## src/rtl/ps2_dir_ctrl.sv

```systemverilog
// PS/2 scan-code sequencer for the snake core: parses E0/F0 prefixes, filters
// typematic repeats and illegal turns, and queues up to two direction commands.
module ps2_dir_ctrl #(
    parameter int unsigned TIMEOUT_CYC = 50000,
    parameter int unsigned CNT_W       = 16,
    parameter logic [1:0]  INIT_DIR    = 2'b01
) (
    input  logic       clk_i,
    input  logic       rst_i,
    input  logic       rx_valid_i,
    input  logic [7:0] rx_byte_i,
    input  logic       move_tick_i,
    output logic [1:0] cur_dir_o,
    output logic       paused_o,
    output logic [1:0] q_count_o,
    output logic       cmd_drop_o,
    output logic       prefix_err_o,
    output logic [1:0] parser_state_o
);

    localparam logic [1:0] ST_IDLE    = 2'b00;
    localparam logic [1:0] ST_EXT     = 2'b01;
    localparam logic [1:0] ST_BRK     = 2'b10;
    localparam logic [1:0] ST_EXT_BRK = 2'b11;

    localparam logic [CNT_W-1:0] TIMEOUT_LAST = CNT_W'(TIMEOUT_CYC - 1);

    logic [1:0]       state_q, state_d;
    logic [CNT_W-1:0] cnt_q, cnt_d;
    logic             perr_q, perr_d;
    logic             make_ev, brk_ev, ev_ext;

    logic [8:0]       held_q, held_d;
    logic             held_v_q, held_v_d;
    logic             paused_q, paused_d;

    logic [1:0]       cur_q, cur_d;
    logic [1:0]       q0_q, q0_d, q1_q, q1_d;
    logic [1:0]       count_q, count_d;
    logic             drop_q, drop_d;

    logic [8:0]       key;
    logic             is_dir, is_space;
    logic [1:0]       dir;
    logic             make_new, tick_eff, cmd_ok;
    logic [1:0]       ref_dir;
    logic [1:0]       n_cnt;

    // Parser: only moves on received bytes; a stalled prefix times out back to IDLE.
    always_comb begin
        state_d = state_q;
        cnt_d   = cnt_q;
        perr_d  = 1'b0;
        make_ev = 1'b0;
        brk_ev  = 1'b0;
        ev_ext  = 1'b0;
        if (rx_valid_i) begin
            cnt_d = '0;
            case (state_q)
                ST_IDLE: begin
                    if (rx_byte_i == 8'hE0)      state_d = ST_EXT;
                    else if (rx_byte_i == 8'hF0) state_d = ST_BRK;
                    else                         make_ev = 1'b1;
                end
                ST_EXT: begin
                    if (rx_byte_i == 8'hE0)      state_d = ST_EXT;
                    else if (rx_byte_i == 8'hF0) state_d = ST_EXT_BRK;
                    else begin
                        make_ev = 1'b1;
                        ev_ext  = 1'b1;
                        state_d = ST_IDLE;
                    end
                end
                ST_BRK: begin
                    if (rx_byte_i == 8'hE0) state_d = ST_EXT;
                    else begin
                        brk_ev  = 1'b1;
                        state_d = ST_IDLE;
                    end
                end
                default: begin
                    if (rx_byte_i == 8'hE0) state_d = ST_EXT;
                    else begin
                        brk_ev  = 1'b1;
                        ev_ext  = 1'b1;
                        state_d = ST_IDLE;
                    end
                end
            endcase
        end else if (state_q != ST_IDLE) begin
            if (cnt_q == TIMEOUT_LAST) begin
                state_d = ST_IDLE;
                cnt_d   = '0;
                perr_d  = 1'b1;
            end else begin
                cnt_d = cnt_q + 1'b1;
            end
        end else begin
            cnt_d = '0;
        end
    end

    assign key = {ev_ext, rx_byte_i};

    always_comb begin
        is_dir   = 1'b1;
        is_space = 1'b0;
        dir      = 2'b00;
        case (key)
            9'h01D, 9'h175: dir = 2'b00;
            9'h023, 9'h174: dir = 2'b01;
            9'h01B, 9'h172: dir = 2'b10;
            9'h01C, 9'h16B: dir = 2'b11;
            9'h029: begin
                is_dir   = 1'b0;
                is_space = 1'b1;
            end
            default: is_dir = 1'b0;
        endcase
    end

    // Any recognised make that is not a typematic repeat becomes the held key.
    assign make_new = make_ev && (is_dir || is_space) && !(held_v_q && (held_q == key));

    always_comb begin
        held_d   = held_q;
        held_v_d = held_v_q;
        if (make_new) begin
            held_d   = key;
            held_v_d = 1'b1;
        end else if (brk_ev && held_v_q && (held_q == key)) begin
            held_v_d = 1'b0;
        end
    end

    assign paused_d = paused_q ^ (make_new && is_space);
    assign tick_eff = move_tick_i && !paused_q;

    // Turn legality is judged against the newest pending direction, pre-pop.
    always_comb begin
        case (count_q)
            2'd0:    ref_dir = cur_q;
            2'd1:    ref_dir = q0_q;
            default: ref_dir = q1_q;
        endcase
    end

    assign cmd_ok = make_new && is_dir && !paused_q &&
                    (dir != ref_dir) && (dir != (ref_dir ^ 2'b10));

    always_comb begin
        cur_d   = cur_q;
        q0_d    = q0_q;
        q1_d    = q1_q;
        drop_d  = 1'b0;
        n_cnt   = count_q;
        if (tick_eff && (count_q != 2'd0)) begin
            cur_d = q0_q;
            q0_d  = q1_q;
            n_cnt = count_q - 2'd1;
        end
        if (cmd_ok) begin
            if (tick_eff && (count_q == 2'd0)) begin
                cur_d = dir;
            end else if (n_cnt == 2'd2) begin
                drop_d = 1'b1;
            end else if (n_cnt == 2'd0) begin
                q0_d  = dir;
                n_cnt = 2'd1;
            end else begin
                q1_d  = dir;
                n_cnt = 2'd2;
            end
        end
        count_d = n_cnt;
    end

    always_ff @(posedge clk_i) begin
        if (!rst_i) begin
            state_q  <= ST_IDLE;
            cnt_q    <= '0;
            perr_q   <= 1'b0;
            held_q   <= '0;
            held_v_q <= 1'b0;
            paused_q <= 1'b0;
            cur_q    <= INIT_DIR;
            q0_q     <= 2'b00;
            q1_q     <= 2'b00;
            count_q  <= 2'd0;
            drop_q   <= 1'b0;
        end else begin
            state_q  <= state_d;
            cnt_q    <= cnt_d;
            perr_q   <= perr_d;
            held_q   <= held_d;
            held_v_q <= held_v_d;
            paused_q <= paused_d;
            cur_q    <= cur_d;
            q0_q     <= q0_d;
            q1_q     <= q1_d;
            count_q  <= count_d;
            drop_q   <= drop_d;
        end
    end

    assign cur_dir_o      = cur_q;
    assign paused_o       = paused_q;
    assign q_count_o      = count_q;
    assign cmd_drop_o     = drop_q;
    assign prefix_err_o   = perr_q;
    assign parser_state_o = state_q;

endmodule

```

## config.mk

```make
export PLATFORM = sky130hd
export DESIGN_NAME = ps2_dir_ctrl
export DESIGN_NICKNAME = d
export VERILOG_FILES = /design/src/rtl/ps2_dir_ctrl.sv
export SDC_FILE = /design/constraint.sdc
export NUM_CORES = 1
export LEC_CHECK = 0
export ABC_AREA = 1
export CAP_MARGIN = 10
export CORE_MARGIN = 2
export CORE_UTILIZATION = 52
export DETAILED_ROUTE_END_ITERATION = 10
export HOLD_SLACK_MARGIN = 0.1
export PLACE_DENSITY_LB_ADDON = 0.25
export SLEW_MARGIN = 10
export SYNTH_ARGS = -nofsm -noshare
export SYNTH_HDL_FRONTEND = slang
export SYNTH_SLANG_ARGS = --single-unit
```

## constraint.sdc

```tcl
create_clock -name clk_i -period 1.9 [get_ports clk_i]
set_input_delay 0.57 -clock clk_i [delete_from_list [all_inputs] [get_ports clk_i]]
set_output_delay 0.57 -clock clk_i [all_outputs]
set_load 0.01 [all_outputs]
```

==> impl_metrics.xml <==
<?xml version="1.0" encoding="UTF-8"?>
<metrics>
  <group name="outcome">
    <metric name="outcome" unit="">complete, but fails checks</metric>
    <metric name="failing_checks" unit="">setup timing</metric>
  </group>
  <group name="grt">
    <metric name="overflow_left_after_global_routing" unit="">0</metric>
    <metric name="antenna_violations_before_repair" unit="">0</metric>
    <metric name="global_route_wire_length_before_repair" unit="mm">10.79</metric>
    <metric name="grt_start_max_net_pins" unit="">17</metric>
    <metric name="grt_use_total" unit="%">25.79</metric>
    <metric name="first_global_vias" unit="">2491</metric>
  </group>
  <group name="timing">
    <metric name="layout_min_cycle_time" unit="ns">2.057</metric>
    <metric name="finalWorstSetupSlack" unit="ns">-0.1566</metric>
    <metric name="timing.max_slew.rel_slack" unit="%">74.14</metric>
    <metric name="setup-tns-final" unit="ns">-1.073</metric>
    <metric name="timing.final.hold_violations" unit="">0</metric>
    <metric name="finalClockSkew" unit="ns">0.005645</metric>
    <metric name="worst_slew_pin_slew" unit="ns">0.3847</metric>
    <metric name="final.hold.worst_slack" unit="ns">0.4465</metric>
    <metric name="min_period_over_period" unit="%">108.2</metric>
    <metric name="fmax" unit="GHz">0.4862</metric>
    <metric name="timing.final.max_slew_violations" unit="">0</metric>
    <metric name="finalSetupViolCount" unit="">16</metric>
    <metric name="unrepaired_setup_endpoints_after_global_routing" unit="">yes</metric>
  </group>
  <group name="route">
    <metric name="wl_per_cell" unit="um">14.32</metric>
    <metric name="drt.antenna.violating_nets" unit="">0</metric>
    <metric name="detail_route.drc_violations" unit="">0</metric>
    <metric name="first_pass_iteration_count_of_the_detailed_router" unit="">7</metric>
    <metric name="dr.first_iter.drc_count" unit="">218</metric>
    <metric name="wl" unit="mm">7.115</metric>
    <metric name="detailroute.via_count" unit="">2691</metric>
    <metric name="routed_via_count_divided_by_cell_count" unit="">5.414</metric>
  </group>
  <group name="die">
    <metric name="die_w" unit="um">72.36</metric>
    <metric name="start_util" unit="%">55.05</metric>
    <metric name="fp.dieArea" unit="um2">5235</metric>
    <metric name="rows" unit="">24</metric>
    <metric name="boundaryPins" unit="">21</metric>
    <metric name="fp.coreArea" unit="um2">4414</metric>
    <metric name="die_height" unit="um">72.36</metric>
  </group>
  <group name="critical_path">
    <metric name="critical_path.startpoint" unit="">rx_byte_i[2]</metric>
    <metric name="worstPathMaxFanout" unit="">6</metric>
    <metric name="worstReg2RegStart" unit="">q_count_o[0]</metric>
    <metric name="worst_path_class_setup" unit="">in2reg</metric>
    <metric name="timing.critical_path.to_type" unit="">register</metric>
    <metric name="worst-path-buf-inv" unit="">2</metric>
    <metric name="r2r_setup_slack" unit="ns">-0.01</metric>
    <metric name="timing.critical_path.cells" unit="">buf_2 &gt; buf_4 &gt; nor2_1 &gt; nand2_1 &gt; nor2_2 &gt; nand3b_1 &gt; nand2_4 &gt; nand3_2 &gt; nand4_4 &gt; nor2_8 &gt; nand4_1 &gt; nand2_1 &gt; nor2_1</metric>
    <metric name="critical_path_launch_point_type" unit="">input pin</metric>
    <metric name="critical_path_arrival" unit="ns">2.25</metric>
    <metric name="timing.critical_path.required" unit="ns">2.09</metric>
    <metric name="crit_family" unit="">simple AND/OR/NAND/NOR gates</metric>
    <metric name="cpPeakStageDelay" unit="ns">0.20</metric>
    <metric name="cell_at_the_slowest_stage_of_the_critical_path" unit="">sky130_fd_sc_hd__nand3b_1</metric>
  </group>
  <group name="pwr">
    <metric name="clock_power_share" unit="%">33.6</metric>
    <metric name="power.share.sequential" unit="%">41.4</metric>
    <metric name="combinationalPowerShare" unit="%">25.0</metric>
    <metric name="p_leak" unit="nW">1.517</metric>
    <metric name="ir_worst_vdd" unit="mV">0.5321</metric>
    <metric name="power_switching" unit="W">0.0005909</metric>
    <metric name="power.density" unit="nW/um2">576.6</metric>
    <metric name="power_report.internal_total" unit="W">0.001435</metric>
    <metric name="sw_frac_of_total" unit="%">29.17</metric>
  </group>
  <group name="layout">
    <metric name="final_net_count" unit="">460</metric>
    <metric name="layout-drive-gt1-share" unit="%">34.16</metric>
    <metric name="area_overhead_of_the_layout_relative_to_synthesis" unit="%">44.59</metric>
    <metric name="n_antenna_cell" unit="">0</metric>
    <metric name="final_common_cell" unit="">sky130_fd_sc_hd__buf_4</metric>
    <metric name="ff_latch_area" unit="um2">780.7</metric>
    <metric name="multi_input_comb_area" unit="um2">1685</metric>
    <metric name="total_of_fill_cells_in_the_finished_design" unit="">278</metric>
    <metric name="layout_common_cells" unit="">57 x sky130_fd_sc_hd__buf_4, 53 x sky130_fd_sc_hd__nand2_1, 49 x sky130_fd_sc_hd__inv_1, 39 x sky130_fd_sc_hd__nor2_1, 39 x sky130_fd_sc_hd__dfxtp_1</metric>
    <metric name="layout.core_utilization" unit="%">79.59</metric>
  </group>
  <group name="yosys">
    <metric name="post-synth-top-area-fraction" unit="%">32.13</metric>
    <metric name="mappedNetlistArea" unit="um2">2430</metric>
    <metric name="synthesized_netlist_cell_count" unit="">362</metric>
    <metric name="post_synth_num_cell_types" unit="">37</metric>
    <metric name="synth_seq_area_share" unit="%">32.13</metric>
    <metric name="synth.area.top_cells" unit="">sky130_fd_sc_hd__dfxtp_1 32%, sky130_fd_sc_hd__nand2_1 10%, sky130_fd_sc_hd__inv_1 7.7%</metric>
    <metric name="synth-seq-cells" unit="">39</metric>
    <metric name="yosysWarnings" unit="">0</metric>
    <metric name="mean_instance_size_in_the_synthesized_netlist" unit="um2">6.712</metric>
    <metric name="synth.largest_area_cell" unit="">sky130_fd_sc_hd__dfxtp_1</metric>
    <metric name="synth_fp_nets" unit="">377</metric>
  </group>
  <group name="clock_network">
    <metric name="cts-buffers-inserted" unit="">5</metric>
    <metric name="cts.clk_slew.worst_paths" unit="ns">0.08</metric>
    <metric name="clock_path_buffers" unit="">2</metric>
    <metric name="clock-root-buffer" unit="">sky130_fd_sc_hd__clkbuf_8</metric>
    <metric name="tritoncts" unit="">yes</metric>
    <metric name="worst_skew_pair.late_latency" unit="ns">0.29</metric>
    <metric name="cts_hold_buf" unit="">0</metric>
    <metric name="tritoncts_num_sinks" unit="">39</metric>
    <metric name="htreeDepth" unit="">2</metric>
  </group>
  <group name="place">
    <metric name="place_congestion" unit="">0.9251</metric>
    <metric name="buffer_ports.inserted" unit="">20</metric>
    <metric name="place.detailed.hpwl" unit="mm">4.732</metric>
  </group>
  <group name="worst_hold_path">
    <metric name="hp-start" unit="">cnt_q[0]</metric>
    <metric name="timing.hold.worst.class" unit="">reg2reg</metric>
  </group>
  <group name="run">
    <metric name="max_cap_viol_count" unit="">0</metric>
  </group>
</metrics>
per-layer routing:
layer	vias to the layer above	GRT usage [%]	wire length [um]
li1	1351	-	-
met1	1223	32.27	2954
met2	96	44.04	3580
met3	21	5.694	410
met4	0	8.176	170
met5	-	0	0
worst reg2reg max path, delay by kind of cell, from the launching register on:
| family | cells | cell delay, ns |
|---|---|---|
| buffers and inverters | 2 | 0.21 |
| AO/OA/AOI/OAI | 1 | 0.10 |
| adder cells (fa/ha/maj) | 1 | 0.23 |
| AND/OR/NAND/NOR | 7 | 0.93 |
| flip-flops | 1 | 0.36 |
final timing paths:
check / endpoint / cells past startpoint
worst min-delay path: cnt_q[0] / 1
worst max register to register: q0_q[1] / 11
worst max-delay path: q0_q[1] / 13
worst min register to register: cnt_q[0] / 1
stage by stage:
step	instance area [um2]	cells	setup WS [ns]	total power, W
2_1_floorplan	2450	362	-0.08320	0.001074
3_5_place_dp	3088	483	-0.8788	0.001269
6_report	3513	497	-0.1566	0.002026
3_3_place_gp	3088	483	-0.7701	0.001258
5_1_grt	3513	497	-0.1991	0.002112
4_1_cts	3299	495	-0.03330	0.001963
Yosys cell counts:
library cell	count
sky130_fd_sc_hd__nand3_4	1
sky130_fd_sc_hd__a31oi_1	1
sky130_fd_sc_hd__nor4_1	5
sky130_fd_sc_hd__nor2_1	47
sky130_fd_sc_hd__a211oi_1	1
sky130_fd_sc_hd__xnor2_1	1
sky130_fd_sc_hd__dfxtp_1	39
sky130_fd_sc_hd__buf_6	1
sky130_fd_sc_hd__clkbuf_1	2
sky130_fd_sc_hd__nor3b_1	5
sky130_fd_sc_hd__o21ai_0	25
sky130_fd_sc_hd__nand4_4	1
sky130_fd_sc_hd__o21a_1	3
sky130_fd_sc_hd__nand3b_1	1
sky130_fd_sc_hd__nand4_1	7
sky130_fd_sc_hd__nand2_1	67
sky130_fd_sc_hd__a41oi_1	1
sky130_fd_sc_hd__nand2_4	3
sky130_fd_sc_hd__a21oi_1	20
sky130_fd_sc_hd__nor2_8	3
sky130_fd_sc_hd__nand3_1	21
sky130_fd_sc_hd__o22ai_1	1
sky130_fd_sc_hd__inv_1	50
sky130_fd_sc_hd__o41ai_1	1
sky130_fd_sc_hd__buf_2	1
sky130_fd_sc_hd__nor2_2	5
sky130_fd_sc_hd__nand2_2	13
sky130_fd_sc_hd__nor3_1	16
sky130_fd_sc_hd__o21ai_1	1
sky130_fd_sc_hd__inv_2	4
sky130_fd_sc_hd__and3_1	1
sky130_fd_sc_hd__clkinv_1	1
sky130_fd_sc_hd__nor2_4	3
sky130_fd_sc_hd__xor2_1	1
sky130_fd_sc_hd__ha_1	3
sky130_fd_sc_hd__o211ai_1	2
sky130_fd_sc_hd__nand3_2	4
area by class of cell:
cell class                      instances  area share (%)
Multi-Input combinational cell        264           47.97
Sequential cell                        39           22.22
Timing Repair Buffer                   79           18.38
Inverter                               55           6.446
Clock buffer                            5           1.959
Tap cell                               52           1.852
Clock inverter                          2           1.068
Timing Repair inverter                  1          0.1068
what timing repair did:
| item | in CTS | in global routing |
|---|---|---|
| buffers inserted | 4 | 2 |
| resized for setup | 65 | 51 |
| pin swaps | 28 | 30 |
| endpoints found under the setup margin | 21 | 25 |
| cloned | 1 | 0 |
cells by family (layout without fill, tap and decap cells):
kind of cell	after synthesis	after routing	synth area share [%]
and+or+nand+nor	203	203	43.56
buffers and inverters	59	142	9.474
AOI/OAI and AO/OA	56	56	12.56
DFF	39	39	32.13
adders and majority gates	3	3	1.545
xor gates and xnor gates	2	2	0.7210
state kept, by name, summed over array words and instances (netlist names):
signal / count
cur_dir_o: 2
q0_q: 2
cmd_drop_o: 1
parser_state_o: 2
held_q: 9
prefix_err_o: 1
q_count_o: 2
paused_o: 1
q1_q: 2
cnt_q: 16
held_v_q: 1
power by group through the flow:
stage / Clock [W] / Combinational [W] / Sequential [W]
after floorplan: 0 / 0.000211 / 0.000863
after global placement: 0 / 0.000401 / 0.000857
after detailed placement: 0 / 0.000412 / 0.000857
after CTS: 0.000684 / 0.000441 / 0.000838
after global routing: 0.000726 / 0.000546 / 0.000840
final: 0.000680 / 0.000507 / 0.000839
Note: power is estimated with default switching activity, not from simulation.
